--- config.mk ---
export PLATFORM = sky130hd
export DESIGN_NAME = dot_matrix_scanner_flat
export DESIGN_NICKNAME = d
export VERILOG_FILES = /design/src/rtl/dot_matrix_scanner_pkg.sv /design/src/rtl/dot_matrix_scanner_if.sv /design/src/rtl/dot_matrix_scanner_scan_timer.sv /design/src/rtl/dot_matrix_scanner.sv /design/src/flat_wrapper.sv
export SDC_FILE = /design/constraint.sdc
export NUM_CORES = 1
export LEC_CHECK = 0
export BUFFER_PORTS_ARGS = -buffer_cell sky130_fd_sc_hd__buf_4
export CAP_MARGIN = 20
export CORE_ASPECT_RATIO = 1.25
export CORE_MARGIN = 8
export CORE_UTILIZATION = 50
export CTS_CLUSTER_DIAMETER = 40
export CTS_CLUSTER_SIZE = 28
export DETAILED_ROUTE_END_ITERATION = 12
export GPL_TIMING_DRIVEN = 0
export PLACE_DENSITY = 0.75
export SLEW_MARGIN = 20
export SYNTH_ARGS = -nofsm -noshare
export SYNTH_HDL_FRONTEND = slang
export SYNTH_SLANG_ARGS = --single-unit
--- constraint.sdc ---
create_clock -name i_Clk -period 2.15 [get_ports i_Clk]
set_input_delay 0.645 -clock i_Clk [delete_from_list [all_inputs] [get_ports i_Clk]]
set_output_delay 0.645 -clock i_Clk [all_outputs]
set_load 0.01 [all_outputs]
--- src/rtl/dot_matrix_scanner_pkg.sv ---
// dot_matrix_scanner_pkg: shared matrix size, scan-state encoding and default slot timing.
package dot_matrix_scanner_pkg;
    localparam int N_LINES         = 8;
    localparam int ROW_W           = $clog2(N_LINES);
    localparam int ROW_TICKS_DEF   = 6250;
    localparam int BLANK_TICKS_DEF = 50;
    typedef enum logic {S_BLANK = 1'b0, S_DRIVE = 1'b1} scan_state_e;
endpackage

--- src/rtl/dot_matrix_scanner_if.sv ---
// dot_matrix_scanner_if: map/enable inputs and row/column drive outputs.
// i_Bright is present only when DOT_MATRIX_DIM_EN is defined.
interface dot_matrix_scanner_if;
    import dot_matrix_scanner_pkg::*;
    logic [N_LINES*N_LINES-1:0] i_Map_Data;
    logic                       i_Enable;
`ifdef DOT_MATRIX_DIM_EN
    logic [1:0]                 i_Bright;
`endif
    logic [N_LINES-1:0]         o_Row;
    logic [N_LINES-1:0]         o_Col;
    logic                       o_Frame_Start;
    modport master (output i_Map_Data, output i_Enable,
`ifdef DOT_MATRIX_DIM_EN
                    output i_Bright,
`endif
                    input o_Row, input o_Col, input o_Frame_Start);
    modport slave  (input i_Map_Data, input i_Enable,
`ifdef DOT_MATRIX_DIM_EN
                    input i_Bright,
`endif
                    output o_Row, output o_Col, output o_Frame_Start);
endinterface

--- src/rtl/dot_matrix_scanner_scan_timer.sv ---
// dot_matrix_scanner_scan_timer: blank/drive slot FSM with tick counter and row index.
module dot_matrix_scanner_scan_timer
    import dot_matrix_scanner_pkg::*;
#(
    parameter int ROW_TICKS   = ROW_TICKS_DEF,
    parameter int BLANK_TICKS = BLANK_TICKS_DEF,
    localparam int TW         = $clog2(ROW_TICKS)
) (
    input  logic              i_Clk,
    input  logic              i_Rst,
    input  logic              en_i,
    output scan_state_e       state_o,
    output logic [TW-1:0]     tick_o,
    output logic [ROW_W-1:0]  row_o
);
    scan_state_e      state_q, state_d;
    logic [TW-1:0]    tick_q, tick_d;
    logic [ROW_W-1:0] row_q, row_d;
    logic             blank_done, slot_done;

    always_ff @(posedge i_Clk or negedge i_Rst) begin
        if (!i_Rst) begin
            state_q <= S_BLANK;
            tick_q  <= '0;
            row_q   <= '0;
        end else begin
            state_q <= state_d;
            tick_q  <= tick_d;
            row_q   <= row_d;
        end
    end

    // Disable parks the scanner at the start of row 0's blanking.
    always_comb begin
        blank_done = state_q == S_BLANK && tick_q == TW'(BLANK_TICKS - 1);
        slot_done  = state_q == S_DRIVE && tick_q == TW'(ROW_TICKS - 1);
        state_d    = !en_i ? S_BLANK : blank_done ? S_DRIVE : slot_done ? S_BLANK : state_q;
        tick_d     = (!en_i || slot_done) ? '0 : tick_q + 1'b1;
        row_d      = !en_i ? '0 : slot_done ? row_q + 1'b1 : row_q;
    end

    assign state_o = state_q;
    assign tick_o  = tick_q;
    assign row_o   = row_q;
endmodule

--- src/rtl/dot_matrix_scanner.sv ---
// dot_matrix_scanner: tear-free 8x8 LED row scanner with per-row blanking and frame-start strobe.
// Optional DOT_MATRIX_DIM_EN adds i_Bright duty-cycle dimming within each drive window.
module dot_matrix_scanner
    import dot_matrix_scanner_pkg::*;
#(
    parameter int ROW_TICKS   = ROW_TICKS_DEF,
    parameter int BLANK_TICKS = BLANK_TICKS_DEF
) (
    input logic                 i_Clk,
    input logic                 i_Rst,
    dot_matrix_scanner_if.slave bus
);
    localparam int TW = $clog2(ROW_TICKS);

    scan_state_e                state;
    logic [TW-1:0]              tick;
    logic [ROW_W-1:0]           row;
    logic [N_LINES*N_LINES-1:0] buf_q, buf_d;
    logic [N_LINES-1:0]         row_q, row_d, col_q, col_d;
    logic                       frame_q, frame_d, lit;
`ifdef DOT_MATRIX_DIM_EN
    logic [1:0]                 bright_q, bright_d;
    logic [31:0]                drive_tick, lit_ticks;
`endif

    dot_matrix_scanner_scan_timer #(.ROW_TICKS(ROW_TICKS), .BLANK_TICKS(BLANK_TICKS)) u_timer (
        .i_Clk   (i_Clk),
        .i_Rst   (i_Rst),
        .en_i    (bus.i_Enable),
        .state_o (state),
        .tick_o  (tick),
        .row_o   (row)
    );

    // Outputs lag the timer by one cycle so every output comes straight from a flop.
    always_comb begin
        frame_d = bus.i_Enable && state == S_BLANK && tick == '0 && row == '0;
        buf_d   = frame_d ? bus.i_Map_Data : buf_q;
        lit     = bus.i_Enable && state == S_DRIVE;
`ifdef DOT_MATRIX_DIM_EN
        bright_d   = frame_d ? bus.i_Bright : bright_q;
        drive_tick = 32'(tick) - 32'(BLANK_TICKS);
        lit_ticks  = ((32'(bright_q) + 32'd1) * 32'(ROW_TICKS - BLANK_TICKS)) >> 2;
        lit        = lit && drive_tick < lit_ticks;
`endif
        row_d = lit ? N_LINES'(1) << row : '0;
        col_d = lit ? buf_q[row*N_LINES +: N_LINES] : '0;
    end

    always_ff @(posedge i_Clk or negedge i_Rst) begin
        if (!i_Rst) begin
            buf_q    <= '0;
            row_q    <= '0;
            col_q    <= '0;
            frame_q  <= 1'b0;
`ifdef DOT_MATRIX_DIM_EN
            bright_q <= '0;
`endif
        end else begin
            buf_q    <= buf_d;
            row_q    <= row_d;
            col_q    <= col_d;
            frame_q  <= frame_d;
`ifdef DOT_MATRIX_DIM_EN
            bright_q <= bright_d;
`endif
        end
    end

    assign bus.o_Row         = row_q;
    assign bus.o_Col         = col_q;
    assign bus.o_Frame_Start = frame_q;
endmodule

--- src/flat_wrapper.sv ---
// flat-port wrapper written by rule: the top's interface ports become plain ports
module dot_matrix_scanner_flat import dot_matrix_scanner_pkg::*;
#(
    parameter int ROW_TICKS   = ROW_TICKS_DEF,
    parameter int BLANK_TICKS = BLANK_TICKS_DEF
)
  (i_Clk, i_Rst, bus_i_Map_Data, bus_i_Enable, bus_o_Row, bus_o_Col, bus_o_Frame_Start);
  dot_matrix_scanner_if bus_i ();
  input logic i_Clk;
  input logic i_Rst;
  input wire logic [$bits(bus_i.i_Map_Data)-1:0] bus_i_Map_Data;
  input wire logic [$bits(bus_i.i_Enable)-1:0] bus_i_Enable;
  output wire logic [$bits(bus_i.o_Row)-1:0] bus_o_Row;
  output wire logic [$bits(bus_i.o_Col)-1:0] bus_o_Col;
  output wire logic [$bits(bus_i.o_Frame_Start)-1:0] bus_o_Frame_Start;
  assign bus_i.i_Map_Data = bus_i_Map_Data;
  assign bus_i.i_Enable = bus_i_Enable;
  assign bus_o_Row = bus_i.o_Row;
  assign bus_o_Col = bus_i.o_Col;
  assign bus_o_Frame_Start = bus_i.o_Frame_Start;
  dot_matrix_scanner #(.ROW_TICKS(ROW_TICKS), .BLANK_TICKS(BLANK_TICKS)) u_core (.i_Clk(i_Clk), .i_Rst(i_Rst), .bus(bus_i));
endmodule
==> reports/results.ini <==
[layout]
final_common_cell=dfrtp_1
utilization=0.6447
diodes=0
final_cell_mix=96 x dfrtp_1, 93 x buf_4, 45 x mux2_1, 20 x nand2_1, 16 x mux4_2
drive_above_1_share=0.4098
area_delta_synth_final_pct=27.49
fin_nets=481
final_cells=510
n_fill_cell=613

[run_status]
status=finished clean

[cts]
path_clk_slew_ns=0.09
cts.htree.levels=3
cts_buffer_depth=2
clkLatencyLatePin_ns=0.37
root_buffer=clkbuf_8
hold_buffers=0
cts.sinks=98
cts_made_buffers=9
cts_tree=built

[floorplanning]
dieArea_mm2=0.01191
io_pins=84
core-area_mm2=0.008558
die_h_um=120.0
start_util=0.5057
fp.dieW_um=99.22
rows=38

[power]
power.leakage_nw=2.554
power_density_mw_per_mm2=763.4
finalPower_w=0.004212
vdd_drop_max_mv=0.4292

[worst_setup_path]
reg2reg_depth=6
critical_path.max_fanout=8
reg2reg_to=u_core.buf_q[29]$_DFFE_PN0P_
path_class=reg2reg
arrival_ns=2.39
critPathLaunchType=flop
r2r_start=u_core.u_timer.tick_o[7]$_DFF_PN0_
cp-end-kind=flop
r2r_slack_ns=0.01
required_ns=2.40

[placed_design]
routabilityCongestion=0.7902
place_ws_ns=-0.4541
port_buffers=82
placed_cells_incl_taps=484
dpl.hpwl_mm=6.716

[drt]
drc=0
num_vias=2779
via_per_inst=5.449
drt_first_pass_iters=4
ant_nets=0
totalWireLength_mm=9.756
first_iter_violations=113
wl_per_cell_um=19.13

[yosys]
ys_seq_area_frac=0.5666
synthTopCellsByArea=dfrtp_1 57%, mux2_1 13%, mux4_2 8.3%
ys_warn_count=0
ys.flop_type=dfrtp_1
synthCells=302
synth.top_cell.area_share=0.5666
synth_edf_count=0
syn_avg_cell_area_um2=14.33
syn_area_mm2=0.004328
syn_nets=378
synth-seq-cells=98
async_flop_share=1.000
synth_cell_types=34
yosysTopAreaCell=dfrtp_1

[global_routing]
grt_first_pass_wirelength_mm=15.90
grtUsageTotal=0.1732
grt_pass1_vias=3234
antenna_found_initial=0
grt_overflow=0
grt_max_degree=99

[sta]
slew_viol_final=0
min_period_over_period=0.9951
finClkSkew_ns=0.01146
period_needed_ns=2.139
setup_viol_count_final=0
rsz0062_at_grt=yes
worst_slack_ns=0.01060
final_hold_viol_count=0
relSlewSlack=0.4219
fmax_mhz=467.4
worstMarginPinSlew_ns=0.8672

[flow_run]
maxCapViolations=0

[worst_hold_path]
min_path_type=in2async

[cell type report]
| class | count | area [um2] | share of cell area |
|---|---|---|---|
| buffer | 14 | 158.9 | 0.02880 |
| clock buffer | 10 | 137.6 | 0.02494 |
| clock inverter | 6 | 50.05 | 0.009070 |
| inverter | 6 | 30.03 | 0.005442 |
| multi-input combinational | 180 | 1800 | 0.3263 |
| sequential | 98 | 2455 | 0.4449 |
| tap | 100 | 125.1 | 0.02268 |
| timing repair buffer | 96 | 760.7 | 0.1379 |
[cells by family (layout without fill, tap and decap cells)]
kind of cell,after synthesis,count (layout),synth area share
DFF,98,98,0.5666
buffers and inverters,24,132,0.03209
AOI/OAI and AO/OA,10,10,0.01301
adders and majority gates,9,9,0.02602
muxes,81,81,0.2521
xor gates and xnor gates,12,12,0.02428
and+or+nand+nor,68,68,0.08587
[what timing repair did]
item	CTS	global route
resized for setup	35	8
setup endpoints to repair	65	71
gates cloned	2	0
buffers inserted	10	3
pin swaps	1	2
[worst max-delay path, cell delays in order, from the launching register on]
cell	delay, ns
dfrtp_1	0.43
or4_4	0.60
nor4_4	0.21
buf_6	0.23
buf_12	0.12
buf_12	0.11
mux2_1	0.32
[registers in the layout (all words and copies together), names as in the netlist]
name / cells
u_core.bus.o_Row: 8
u_core.u_timer.row_o: 3
u_core.bus.o_Frame_Start: 1
u_core.u_timer.tick_o: 13
u_core.buf_q: 64
u_core.bus.o_Col: 8
u_core.u_timer.state_o: 1
[metal layers]
layer	vias to the layer above	GRT usage	part of all wire
li1	1266	-	-
met1	1445	0.1938	0.39
met2	55	0.3096	0.55
met3	13	0.03940	0.039
met4	0	0.07021	0.017
met5	-	0	0
[through the flow]
step	setup TNS [ns]	instance area [um2]	hold WS (ns)
global route	-0.2785	5518	0.4116
floorplan	0	4329	0.3494
finish	0	5518	0.3458
global placement	-22.16	5070	0.4627
CTS	0	5528	0.3892
detailed placement	-25.34	5074	0.4707
[report_power, final]
part	leakage (nW)	internal, W	switching (W)
sequential	1.22	0.00216	0.000151
clock	0.0948	0.000467	0.000671
combinational	1.24	0.000480	0.000284
total	2.55	0.00311	0.00111
[how the worst max path moves through the flow]
stage	startpoint	to	slack (ns)	cells after the start
CTS	u_core.u_timer.row_o[0]$_DFFE_PN0P_	u_core.buf_q[18]$_DFFE_PN0P_	0.01	10
detailed placement	u_core.u_timer.row_o[1]$_DFFE_PN0P_	u_core.buf_q[32]$_DFFE_PN0P_	-0.45	9
global placement	u_core.u_timer.row_o[1]$_DFFE_PN0P_	u_core.buf_q[31]$_DFFE_PN0P_	-0.38	9
global route	u_core.u_timer.tick_o[7]$_DFF_PN0_	u_core.buf_q[29]$_DFFE_PN0P_	-0.04	6
finish	u_core.u_timer.tick_o[7]$_DFF_PN0_	u_core.buf_q[29]$_DFFE_PN0P_	0.01	6
floorplan	u_core.u_timer.row_o[0]$_DFFE_PN0P_	u_core.buf_q[10]$_DFFE_PN0P_	0.01	9
[synthesized netlist by cell type, drive strengths merged, types with 5 or more instances]
master,number
inv,6
nand2,20
a21oi,8
and3,8
nand3,6
ha,9
clkbuf,7
buf,11
mux2,64
nand4,5
dfrtp,98
xor2,10
mux4,16
nor2,13
No activity file was read; power rests on OpenSTA's default activity.
